### config.mk
export PLATFORM = sky130hd
export DESIGN_NAME = top_level
export DESIGN_NICKNAME = d
export VERILOG_FILES = /design/src/rtl/top_level_pkg.sv /design/src/rtl/data_mem.sv /design/src/rtl/top_level.sv
export SDC_FILE = /design/constraint.sdc
export NUM_CORES = 1
export LEC_CHECK = 0
export CAP_MARGIN = 30
export CORE_UTILIZATION = 35
export DETAILED_ROUTE_END_ITERATION = 8
export PLACE_DENSITY_LB_ADDON = 0.3
export SYNTH_ARGS = -nofsm -noshare
export SYNTH_HDL_FRONTEND = slang
export SYNTH_SLANG_ARGS = --single-unit
### constraint.sdc
create_clock -name Clk -period 2 [get_ports Clk]
set_input_delay 0.4 -clock Clk [delete_from_list [all_inputs] [get_ports Clk]]
set_output_delay 0.4 -clock Clk [all_outputs]
set_load 0.02 [all_outputs]
### src/rtl/top_level_pkg.sv
// Shared constants, state encoding and decode helpers for the message encryptor.
package top_level_pkg;

  localparam int unsigned MEM_DEPTH = 256;
  localparam int unsigned OUT_LEN   = 64;
  localparam int unsigned ADDR_W    = 8;
  localparam int unsigned DATA_W    = 8;
  localparam int unsigned LFSR_W    = 7;
  localparam int unsigned IDX_W     = 6;
  localparam int unsigned NUM_PTN   = 9;
  localparam int unsigned PTN_W     = 4;

  localparam int unsigned MSG_BASE  = 0;
  localparam int unsigned PRE_ADDR  = 61;
  localparam int unsigned PTN_ADDR  = 62;
  localparam int unsigned SEED_ADDR = 63;
  localparam int unsigned OUT_BASE  = 64;

  localparam int unsigned PRE_MIN   = 10;
  localparam int unsigned PRE_MAX   = 26;

  localparam logic [LFSR_W-1:0] TAP_TABLE [NUM_PTN] = '{
    7'h60, 7'h48, 7'h78, 7'h72, 7'h6A, 7'h69, 7'h5C, 7'h7E, 7'h7B
  };

  typedef enum logic [1:0] {
    IDLE = 2'd0,
    LOAD = 2'd1,
    RUN  = 2'd2,
    DONE = 2'd3
  } state_t;

  // Selector 8 is the only value above 7 that maps to its own table entry.
  function automatic logic [PTN_W-1:0] ptn_decode(input logic [DATA_W-1:0] sel);
    if (sel == DATA_W'(8)) return PTN_W'(8);
    return {1'b0, sel[2:0]};
  endfunction

  function automatic logic [LFSR_W-1:0] tap_lookup(input logic [PTN_W-1:0] idx);
    if (idx < PTN_W'(NUM_PTN)) return TAP_TABLE[idx];
    return '0;
  endfunction

  function automatic logic [DATA_W-1:0] clamp_pre(input logic [DATA_W-1:0] raw);
    if (raw < DATA_W'(PRE_MIN)) return DATA_W'(PRE_MIN);
    if (raw > DATA_W'(PRE_MAX)) return DATA_W'(PRE_MAX);
    return raw;
  endfunction

  // An all-zero LFSR would lock up, so it is nudged to 1.
  function automatic logic [LFSR_W-1:0] fix_seed(input logic [LFSR_W-1:0] seed);
    if (seed == '0) return LFSR_W'(1);
    return seed;
  endfunction

endpackage

### src/rtl/data_mem.sv
// Byte-wide data memory: async reads, sync write, no reset so contents survive Reset.
module data_mem
  import top_level_pkg::*;
(
  input  logic              i_clk,
  input  logic              i_we,
  input  logic [ADDR_W-1:0] i_waddr,
  input  logic [DATA_W-1:0] i_wdata,
  input  logic [ADDR_W-1:0] i_raddr,
  output logic [LFSR_W-1:0] o_rdata,
  output logic [DATA_W-1:0] o_pre,
  output logic [DATA_W-1:0] o_ptn,
  output logic [LFSR_W-1:0] o_seed
);

  logic [DATA_W-1:0] Core [MEM_DEPTH];

  always_ff @(posedge i_clk) begin
    if (i_we) Core[i_waddr] <= i_wdata;
  end

  // Output bit 7 is always recomputed as parity, so message bit 7 is never needed.
  assign o_rdata = Core[i_raddr][LFSR_W-1:0];
  assign o_pre   = Core[PRE_ADDR];
  assign o_ptn   = Core[PTN_ADDR];
  assign o_seed  = Core[SEED_ADDR][LFSR_W-1:0];

endmodule

### src/rtl/top_level.sv
// Message encryptor: pads the message, XORs it with an LFSR stream, adds parity, writes results to DM.
module top_level
  import top_level_pkg::*;
(
  input  logic Clk,
  input  logic Reset,
  input  logic Start,
  output logic Ack
);

  state_t              r_state, w_state_nxt;
  logic                r_ack, w_ack_nxt;
  logic [IDX_W-1:0]    r_i, w_i_nxt;
  logic [DATA_W-1:0]   r_pre, w_pre_nxt;
  logic [LFSR_W-1:0]   r_taps, w_taps_nxt;
  logic [LFSR_W-1:0]   r_lfsr, w_lfsr_nxt;

  logic [DATA_W-1:0]   w_pre_raw;
  logic [DATA_W-1:0]   w_ptn_raw;
  logic [LFSR_W-1:0]   w_seed_raw;
  logic [LFSR_W-1:0]   w_msg;
  logic [ADDR_W-1:0]   w_pos;
  logic [ADDR_W-1:0]   w_raddr;
  logic [ADDR_W-1:0]   w_waddr;
  logic [LFSR_W-1:0]   w_pad;
  logic [LFSR_W-1:0]   w_x;
  logic [DATA_W-1:0]   w_wdata;
  logic                w_fb;
  logic                w_we;

  data_mem DM (
    .i_clk   (Clk),
    .i_we    (w_we),
    .i_waddr (w_waddr),
    .i_wdata (w_wdata),
    .i_raddr (w_raddr),
    .o_rdata (w_msg),
    .o_pre   (w_pre_raw),
    .o_ptn   (w_ptn_raw),
    .o_seed  (w_seed_raw)
  );

  // Byte datapath: the first pre positions are padding, the rest shift the message right.
  assign w_pos   = ADDR_W'(r_i);
  assign w_raddr = ADDR_W'(MSG_BASE) + w_pos - r_pre;
  assign w_waddr = ADDR_W'(OUT_BASE) + w_pos;
  assign w_pad   = (w_pos < r_pre) ? 7'h20 : w_msg;
  assign w_x     = w_pad ^ r_lfsr;
  assign w_wdata = {^w_x, w_x};
  assign w_fb    = ^(r_lfsr & r_taps);

  always_ff @(posedge Clk) begin
    if (Reset) begin
      r_state <= IDLE;
      r_ack   <= 1'b0;
      r_i     <= '0;
      r_pre   <= '0;
      r_taps  <= '0;
      r_lfsr  <= '0;
    end else begin
      r_state <= w_state_nxt;
      r_ack   <= w_ack_nxt;
      r_i     <= w_i_nxt;
      r_pre   <= w_pre_nxt;
      r_taps  <= w_taps_nxt;
      r_lfsr  <= w_lfsr_nxt;
    end
  end

  always_comb begin
    w_state_nxt = r_state;
    w_ack_nxt   = r_ack;
    w_i_nxt     = r_i;
    w_pre_nxt   = r_pre;
    w_taps_nxt  = r_taps;
    w_lfsr_nxt  = r_lfsr;
    w_we        = 1'b0;

    case (r_state)
      IDLE: begin
        w_ack_nxt = 1'b0;
        if (!Start) w_state_nxt = LOAD;
      end
      LOAD: begin
        w_pre_nxt   = clamp_pre(w_pre_raw);
        w_taps_nxt  = tap_lookup(ptn_decode(w_ptn_raw));
        w_lfsr_nxt  = fix_seed(w_seed_raw);
        w_i_nxt     = '0;
        w_state_nxt = RUN;
      end
      RUN: begin
        w_we       = 1'b1;
        w_lfsr_nxt = {r_lfsr[LFSR_W-2:0], w_fb};
        w_i_nxt    = IDX_W'(r_i + IDX_W'(1));
        if (r_i == IDX_W'(OUT_LEN - 1)) begin
          w_state_nxt = DONE;
          w_ack_nxt   = 1'b1;
        end
      end
      DONE: begin
        if (Start) begin
          w_state_nxt = IDLE;
          w_ack_nxt   = 1'b0;
        end
      end
      default: begin
        w_state_nxt = IDLE;
        w_ack_nxt   = 1'b0;
      end
    endcase
  end

  assign Ack = r_ack;

endmodule

Word level (Yosys, flattened, before mapping). Index checks and enable logic that the tools add are counted.

Flip-flop bits (word level): 9. Latch bits: 0. Memory bits (writable): 0. Memory bits (read-only): 0. Bits of input ports: 3. Output and inout port bits: 1. Word-level logic and storage cells: 24. Memories kept: 0.

Add/subtract/negate cells: 1. Multipliers: 0. Div/mod/pow operators: 0. $lt $le $gt $ge: 0. Equal/unequal tests: 7. Shifts and indexed selects: 0. Multiplexer cells: 8. Bitwise gates (word level): 0. Reduce and logical (&&, ||, !) cells: 5.

Operator list (count): $pmux 6 s2 (1); $pmux 2 s4 (1); $add 6x1->6 const B (1); $eq 6x6->1 const B (1); $mux 2 (3); $ne 2x2->1 const B (3); $reduce_and 3->1 (2); $eq 2x2->1 const B (2); $pmux 1 s3 (1); $reduce_bool 3->1 (1); $eq 2x1->1 const B (1); $logic_not 2->1 (1); $mux 1 (2); $reduce_bool 2->1 (1).

Logic depth before layout (Yosys ltp). Gate-level depths: netlist of the first run.

Depth after elaboration: 3. Depth in mapped cells: 6. Gate-level depth less buffers: 5.

Worst setup path after synthesis of the first run. No wires, ideal clock.

Path type: register -> register. From: register r_state[1]. To: register r_i[5]. Library setup time: 0.070 ns. Arrival: 1.452 ns. Path slack: 0.478 ns. Cell stages (with the launch flop): 7. Path buffers: 1. Cells stage by stage: dfxtp_1 > inv_1 > ha_1 > buf_4 > nand3_1 > or3_2 > a21oi_1.

Cells in the longest elaborated chain, start to end: 2. Elaborated cells between the ends (all ways): 4.

RTL lines: start: declaration (line top_level.sv:11) `state_t r_state, w_state_nxt;`; start signal: assignment (line top_level.sv:61) `r_state <= w_state_nxt;`; $eq 2x2->1 or $eq 2x1->1 (tied branches) (line top_level.sv:79) `case (r_state)`; $pmux 6 s2 or $reduce_bool 2->1 (tied branches); end signal: assignment (line top_level.sv:63) `r_i <= w_i_nxt;`; end: declaration (line top_level.sv:13) `logic [IDX_W-1:0] r_i, w_i_nxt;`.

Several ways; a longest one is shown, not always the timed one. A chain may end at the register's enable or synchronous reset.

Worst setup path after layout of the first run.
From: register r_ack, in the netlist Ack. To: output port Ack.

RTL lines: start: declaration (line top_level.sv:12) `logic r_ack, w_ack_nxt;`; start signal: assignment (line top_level.sv:62) `r_ack <= w_ack_nxt;`; end: declaration (line top_level.sv:8) `output logic Ack`.

No word-level cell between the ends.

==> results of run 1 <==
[logic make-up after synthesis]
group | Yosys count | synth area share
simple gates | 20 | 0.222
flops | 9 | 0.355
compound gates | 8 | 0.116
fa+ha+maj | 6 | 0.148
buf+inv | 5 | 0.0443
xor+xnor | 3 | 0.0517
mux | 3 | 0.0640
[per-layer routing]
layer  up-vias  track usage  wire length, um
met5         -            0                0
li1        200            -                -
met1       149        0.164              419
met3         2       0.0667               30
met2         5        0.181              356
met4         0        0.103               13
[synthesized netlist by cell type, types with 2 or more instances]
cell and n:
dfxtp_1 9, nand2_1 3, nand2b_1 3, mux2_2 2, xor2_1 3, ha_1 6
nor2_1 4, nor3_1 2, nand4_1 2, a21oi_1 2, nand3_1 2, inv_1 4
[through the flow]
step                instances  instance area [um2]  power [uW]
global route               76                  583         586
floorplan                  54                  508         365
global placement           72                  557         403
detailed placement         72                  557         405
finish                     76                  583         538
CTS                        76                  583         548
[placed cells by master (no fill, tap or decap), types with 2 or more instances in the layout]
cell / netlist / layout
clkbuf_4: 0 / 3
dfxtp_1: 9 / 9
clkdlybuf4s50_1: 0 / 3
ha_1: 6 / 6
nand4_1: 2 / 2
nand2_1: 3 / 3
nand2b_1: 3 / 3
inv_1: 4 / 4
a21oi_1: 2 / 2
mux2_2: 2 / 2
nor2_1: 4 / 4
xor2_1: 3 / 3
nand3_1: 2 / 2
nor3_1: 2 / 2
[power groups by stage]
stage / Combinational (uW) / Sequential [uW] / Clock, uW
after floorplan: 154 / 211 / 0
after global placement: 188 / 214 / 0
after detailed placement: 190 / 215 / 0
after CTS: 191 / 211 / 146
after global routing: 217 / 214 / 154
final: 189 / 211 / 138
[registers in the layout, summed over array words and instances, names as in the netlist]
register / cells
r_i: 6
r_state: 2
Ack: 1
[how the worst max path moves through the flow]
| stage | from | end | slack (ns) | depth (start not counted) |
|---|---|---|---|---|
| after floorplan | r_state[1] | r_i[5] | 0.48 | 6 |
| after global placement | Start | r_state[0] | 0.22 | 4 |
| after detailed placement | Start | r_state[0] | 0.21 | 4 |
| after CTS | Ack | Ack | 0.42 | 1 |
| after global routing | r_state[0] | r_state[0] | 0.33 | 5 |
| final | Ack | Ack | 0.43 | 1 |
[area by class of cell]
cell class / instances / area (um2) / area share
Clock buffer: 4 / 26.3 / 0.0451
Tap cell: 15 / 18.8 / 0.0322
Inverter: 4 / 15.0 / 0.0258
Multi-Input combinational cell: 40 / 305 / 0.524
Sequential cell: 9 / 180 / 0.309
Timing Repair Buffer: 4 / 37.5 / 0.0644
==> flow_summary_export.csv, run 1 <==
group,metric,value,unit
detailed_routing,vias,356,
clocking,post_cts_resized,0,
clocking,cts_hold_buf,0,
synth,syn_area_per_cell,9.41,um2
cells_and_area,area_growth,14.8,%
synth,synth_top_area_share,0.355,
floorplan,die_h,40.1,um
floorplan,rows,13,
pwr,powerDensity,923,nW/um2
timing,rsz0062_at_grt,"no",
floorplan,chipWidth,40.1,um
synth,postSynthCellCount,54,
detailed_routing,routed_wl,820,um
floorplan,die-area,1610,um2
timing,finalCritPeriodShare,0.785,
critical_path,crit_path_cell_trace,"clkdlybuf4s50_1",
pwr,vdd_drop_max,0.530,mV
job,drv_cap,0,
detailed_routing,wl_per_cell,10.8,um
synth,synth_nets,63,
clocking,cts_num_sinks,9,
place,port_buffers,3,
clocking,worstSkewPairLatency,0.26,ns
synth,yosys_register_bits,9,
critical_path,reg2reg_to,"r_state[0]",
clocking,clockBufferDepth,2,
synth,yosys_warnings,0,
grt,grt_use_total,0.136,
clocking,cts_tree,"done",
clocking,post_cts_buffers,0,
timing,clock_skew,0.00223,ns
timing,period_needed,1.57,ns
detailed_routing,firstDrtPassIters,1,
critical_path,cp-start-kind,"flop",
cells_and_area,final_core_util,0.443,
cells_and_area,diodes,0,
critical_path,critPathBufInv,1,
synth,synth_area_leaders,"dfxtp_1, ha_1, xor2_1, mux2_2, nand2b_1",
hold_path,hold_path_end,"Ack",
pwr,pwr-share-clk,0.257,
critical_path,r2r_start,"r_state[0]",
clocking,clk_pin_slew_worst_paths,0.06,ns
detailed_routing,ant_nets,0,
place,dp_hpwl,633,um
critical_path,worst_path_max_delay_cell,"clkdlybuf4s50_1",
timing,setup_ws,0.430,ns
critical_path,reg2reg_depth,5,
timing,worstMarginPinSlew,0.273,ns
grt,grt_pass1_wl,1360,um
timing,whs,0.464,ns
cells_and_area,num-fill-cells,130,
detailed_routing,viasPerCell,4.68,
pwr,seqPwrFrac,0.392,
grt,grt_pass1_vias,315,
grt,antenna_found_initial,0,
place,detailedPlace.worstSlack,0.213,ns
floorplan,start_util,0.386,
hold_path,hp-start,"Ack",
critical_path,criticalPathCategory,"flop to output pin",
pwr,p_comb_frac,0.351,
critical_path,worstPathMaxFanout,2,
critical_path,cp.required,1.60,ns
clocking,h-tree-depth,1,
pwr,switching_share,0.330,
grt,grt_max_degree,10,
timing,maxSlewViolCount,0,
timing,timing.fmax,637,MHz
critical_path,cp_top_family,"buffers and inverters",
run_status,outcome,"finished clean",
pwr,p_switching,178,uW
timing,hold_viol,0,
grt,grt-ovfl-total,0,
timing,setup_tns,0,ns
synth,synth_flop_cell,"dfxtp_1",
clocking,cts-root-buf,"clkbuf_4",
pwr,internal-power,360,uW
critical_path,regToRegSetupSlack,0.48,ns
floorplan,core,1320,um2
critical_path,max_stage_delay,0.59,ns
synth,syn_area,508,um2
place,place.gp.congestion,0.852,
clocking,cts_buffers,3,
cells_and_area,fin_nets,71,
cells_and_area,drive_gt1_frac,0.164,
critical_path,critPathCaptureType,"output pin",
detailed_routing,drt-initial-drc-count,0,
synth,yosysSeqAreaShare,0.355,
hold_path,holdPathStages,2,
detailed_routing,drc,0,
synth,synthDistinctLibCells,24,
hold_path,hp-class,"flop to flop",
critical_path,cp.arrival,1.17,ns
floorplan,io_pins,4,
pwr,total_leakage_power,0.000220,uW
synth,async_flop_share,0,
synth,yosys.area.top_type,"dfxtp_1",
timing,finalSetupViolCount,0,
synth,synth_edf_count,0,
timing,relSlewSlack,0.818,
No activity file was read; power rests on OpenSTA's default activity.
==> run 2: changes to the inputs <==
==> constraint.sdc (replaced) <==
create_clock -name Clk -period 1.54 [get_ports Clk]
set_input_delay 0.308 -clock Clk [delete_from_list [all_inputs] [get_ports Clk]]
set_output_delay 0.308 -clock Clk [all_outputs]
set_load 0.02 [all_outputs]
==> flow_summary_export.csv, run 2 (same netlist as run 1, synthesis figures left out) <==
group,metric,value,unit
cells_and_area,final_area,616,um2
critical_path,worstPathMaxFanout,4,
timing,rsz0062_at_grt,"yes",
hold_path,hp-class,"flop to flop",
timing,hold_viol,0,
detailed_routing,drc,0,
critical_path,cp.required,1.73,ns
clocking,post_cts_buffers,0,
place,placed_area,579,um2
cells_and_area,final_cell_mix,"dfxtp_1, ha_1, nor2_1, buf_4",
clocking,worstSkewPairLatency,0.26,ns
critical_path,r2r_start,"r_state[1]",
critical_path,cp-start-kind,"flop",
cells_and_area,num-fill-cells,132,
cells_and_area,mostFrequentLayoutCell,"dfxtp_1",
floorplan,start_util,0.386,
timing,timing.fmax,674,MHz
critical_path,critPathCaptureType,"flop",
cells_and_area,largest_register_ffs,6,
pwr,powerDensity,1210,nW/um2
floorplan,die-area,1610,um2
timing,period_needed,1.48,ns
critical_path,worst_path_max_delay_cell,"or3_2",
place,place_inst,75,
grt,grt_max_degree,10,
grt,antenna_found_initial,0,
clocking,cts_num_sinks,9,
floorplan,die_h,40.1,um
floorplan,chipWidth,40.1,um
run_status,outcome,"finished clean",
timing,maxSlewViolCount,0,
cells_and_area,final_cells,79,
timing,worstMarginPinSlew,0.266,ns
clocking,cts-root-buf,"clkbuf_4",
hold_path,hp-start,"Ack",
pwr,power,743,uW
critical_path,cp.arrival,1.68,ns
critical_path,reg2reg_to,"r_i[5]",
critical_path,critPathBufInv,1,
cells_and_area,area_growth,21.2,%
cells_and_area,final_core_util,0.467,
critical_path,crit_path_cell_trace,"inv_1, ha_1, nand3_1, or3_2, a21oi_1",
clocking,h-tree-depth,1,
hold_path,holdPathStages,2,
place,place.gp.congestion,0.809,
grt,grt-ovfl-total,0,
critical_path,regToRegSetupSlack,0.06,ns
clocking,cts_buffers,3,
timing,clock_skew,0.00491,ns
floorplan,rows,13,
timing,finalSetupViolCount,0,
detailed_routing,firstDrtPassIters,4,
place,dp_hpwl,667,um
critical_path,reg2reg_depth,5,
place,port_buffers,3,
grt,grt_pass1_wl,1460,um
place,detailedPlace.worstSlack,-0.173,ns
cells_and_area,drive_gt1_frac,0.266,
detailed_routing,routed_wl,867,um
floorplan,core,1320,um2
pwr,vdd_drop_max,0.548,mV
timing,relSlewSlack,0.822,
clocking,clockBufferDepth,2,
hold_path,hold_path_end,"Ack",
grt,grt_pass1_vias,353,
floorplan,io_pins,4,
grt,grt_use_total,0.145,
clocking,clk_pin_slew_worst_paths,0.06,ns
critical_path,cp_top_family,"simple AND/OR/NAND/NOR gates",
detailed_routing,viasPerCell,5.06,
detailed_routing,ant_nets,0,
detailed_routing,wl_per_cell,11.0,um
cells_and_area,fin_nets,74,
job,drv_cap,0,
cells_and_area,top_register,"r_i",
detailed_routing,vias,400,
critical_path,max_stage_delay,0.45,ns
timing,setup_ws,0.0563,ns
critical_path,criticalPathCategory,"flop to flop",
clocking,cts_tree,"done",
timing,finalCritPeriodShare,0.963,
pwr,total_leakage_power,0.000257,uW
detailed_routing,drt-initial-drc-count,5,
cells_and_area,diodes,0,
run 2: changes by cell type in the layout (fill, tap and decap cells not counted), sizes merged:
cell,previous run,this run
dlymetal6s2s,0,1
buf,1,4
clkdlybuf4s50,3,2
run 2: through the flow:
step	TNS, ns	hold WS (ns)
after detailed placement	-0.426	0.472
after floorplan	0	0.373
final	0	0.476
after global placement	-0.341	0.456
after CTS	0	0.482
after global routing	-0.00714	0.505
run 2: timing repair:
item | 4_1_cts | 5_1_grt
resized for setup | 0 | 5
setup endpoints to repair | 0 | 5
hold buffers | 0 | 0
run 2: where the power goes:
group | internal [uW] | leakage [uW] | switching (uW)
registers | 258 | 0.0000736 | 18.2
logic | 132 | 0.000168 | 151
clock network | 100 | 0.0000150 | 84.1
run 2: final cells by class:
cell class / count / area [um2] / share of cell area
Clock buffer: 4 / 26.3 / 0.0427
Inverter: 4 / 15.0 / 0.0244
Multi-Input combinational cell: 40 / 310 / 0.504
Sequential cell: 9 / 183 / 0.297
Tap cell: 15 / 18.8 / 0.0305
Timing Repair Buffer: 7 / 62.6 / 0.102
run 2: worst max path at each step:
stage | end | from | slack [ns] | cells past startpoint
6_report | r_i[5] | r_state[1] | 0.06 | 5
5_1_grt | r_state[0] | r_state[1] | -0.007 | 5
4_1_cts | r_i[5] | r_state[1] | 0.006 | 5
3_5_place_dp | r_state[0] | Start | -0.17 | 4
3_3_place_gp | r_state[0] | Start | -0.14 | 4
2_1_floorplan | r_i[5] | r_state[1] | 0.02 | 6
run 2: per-layer routing:
metal / GRT usage / part of all wire / vias up / wire [um]
met1: 0.161 / 0.47 / 181 / 408
met3: 0.100 / 0.059 / 2 / 51
met4: 0.0517 / 0.012 / 0 / 10
li1: - / - / 211 / -
met2: 0.218 / 0.46 / 6 / 396
met5: 0 / 0 / - / 0
run 2: tightest hold or removal path, stage by stage, from the launching register on:
cell and delay (ns):
dfxtp_1 0.31, inv_1 0.06, a211oi_2 0.06
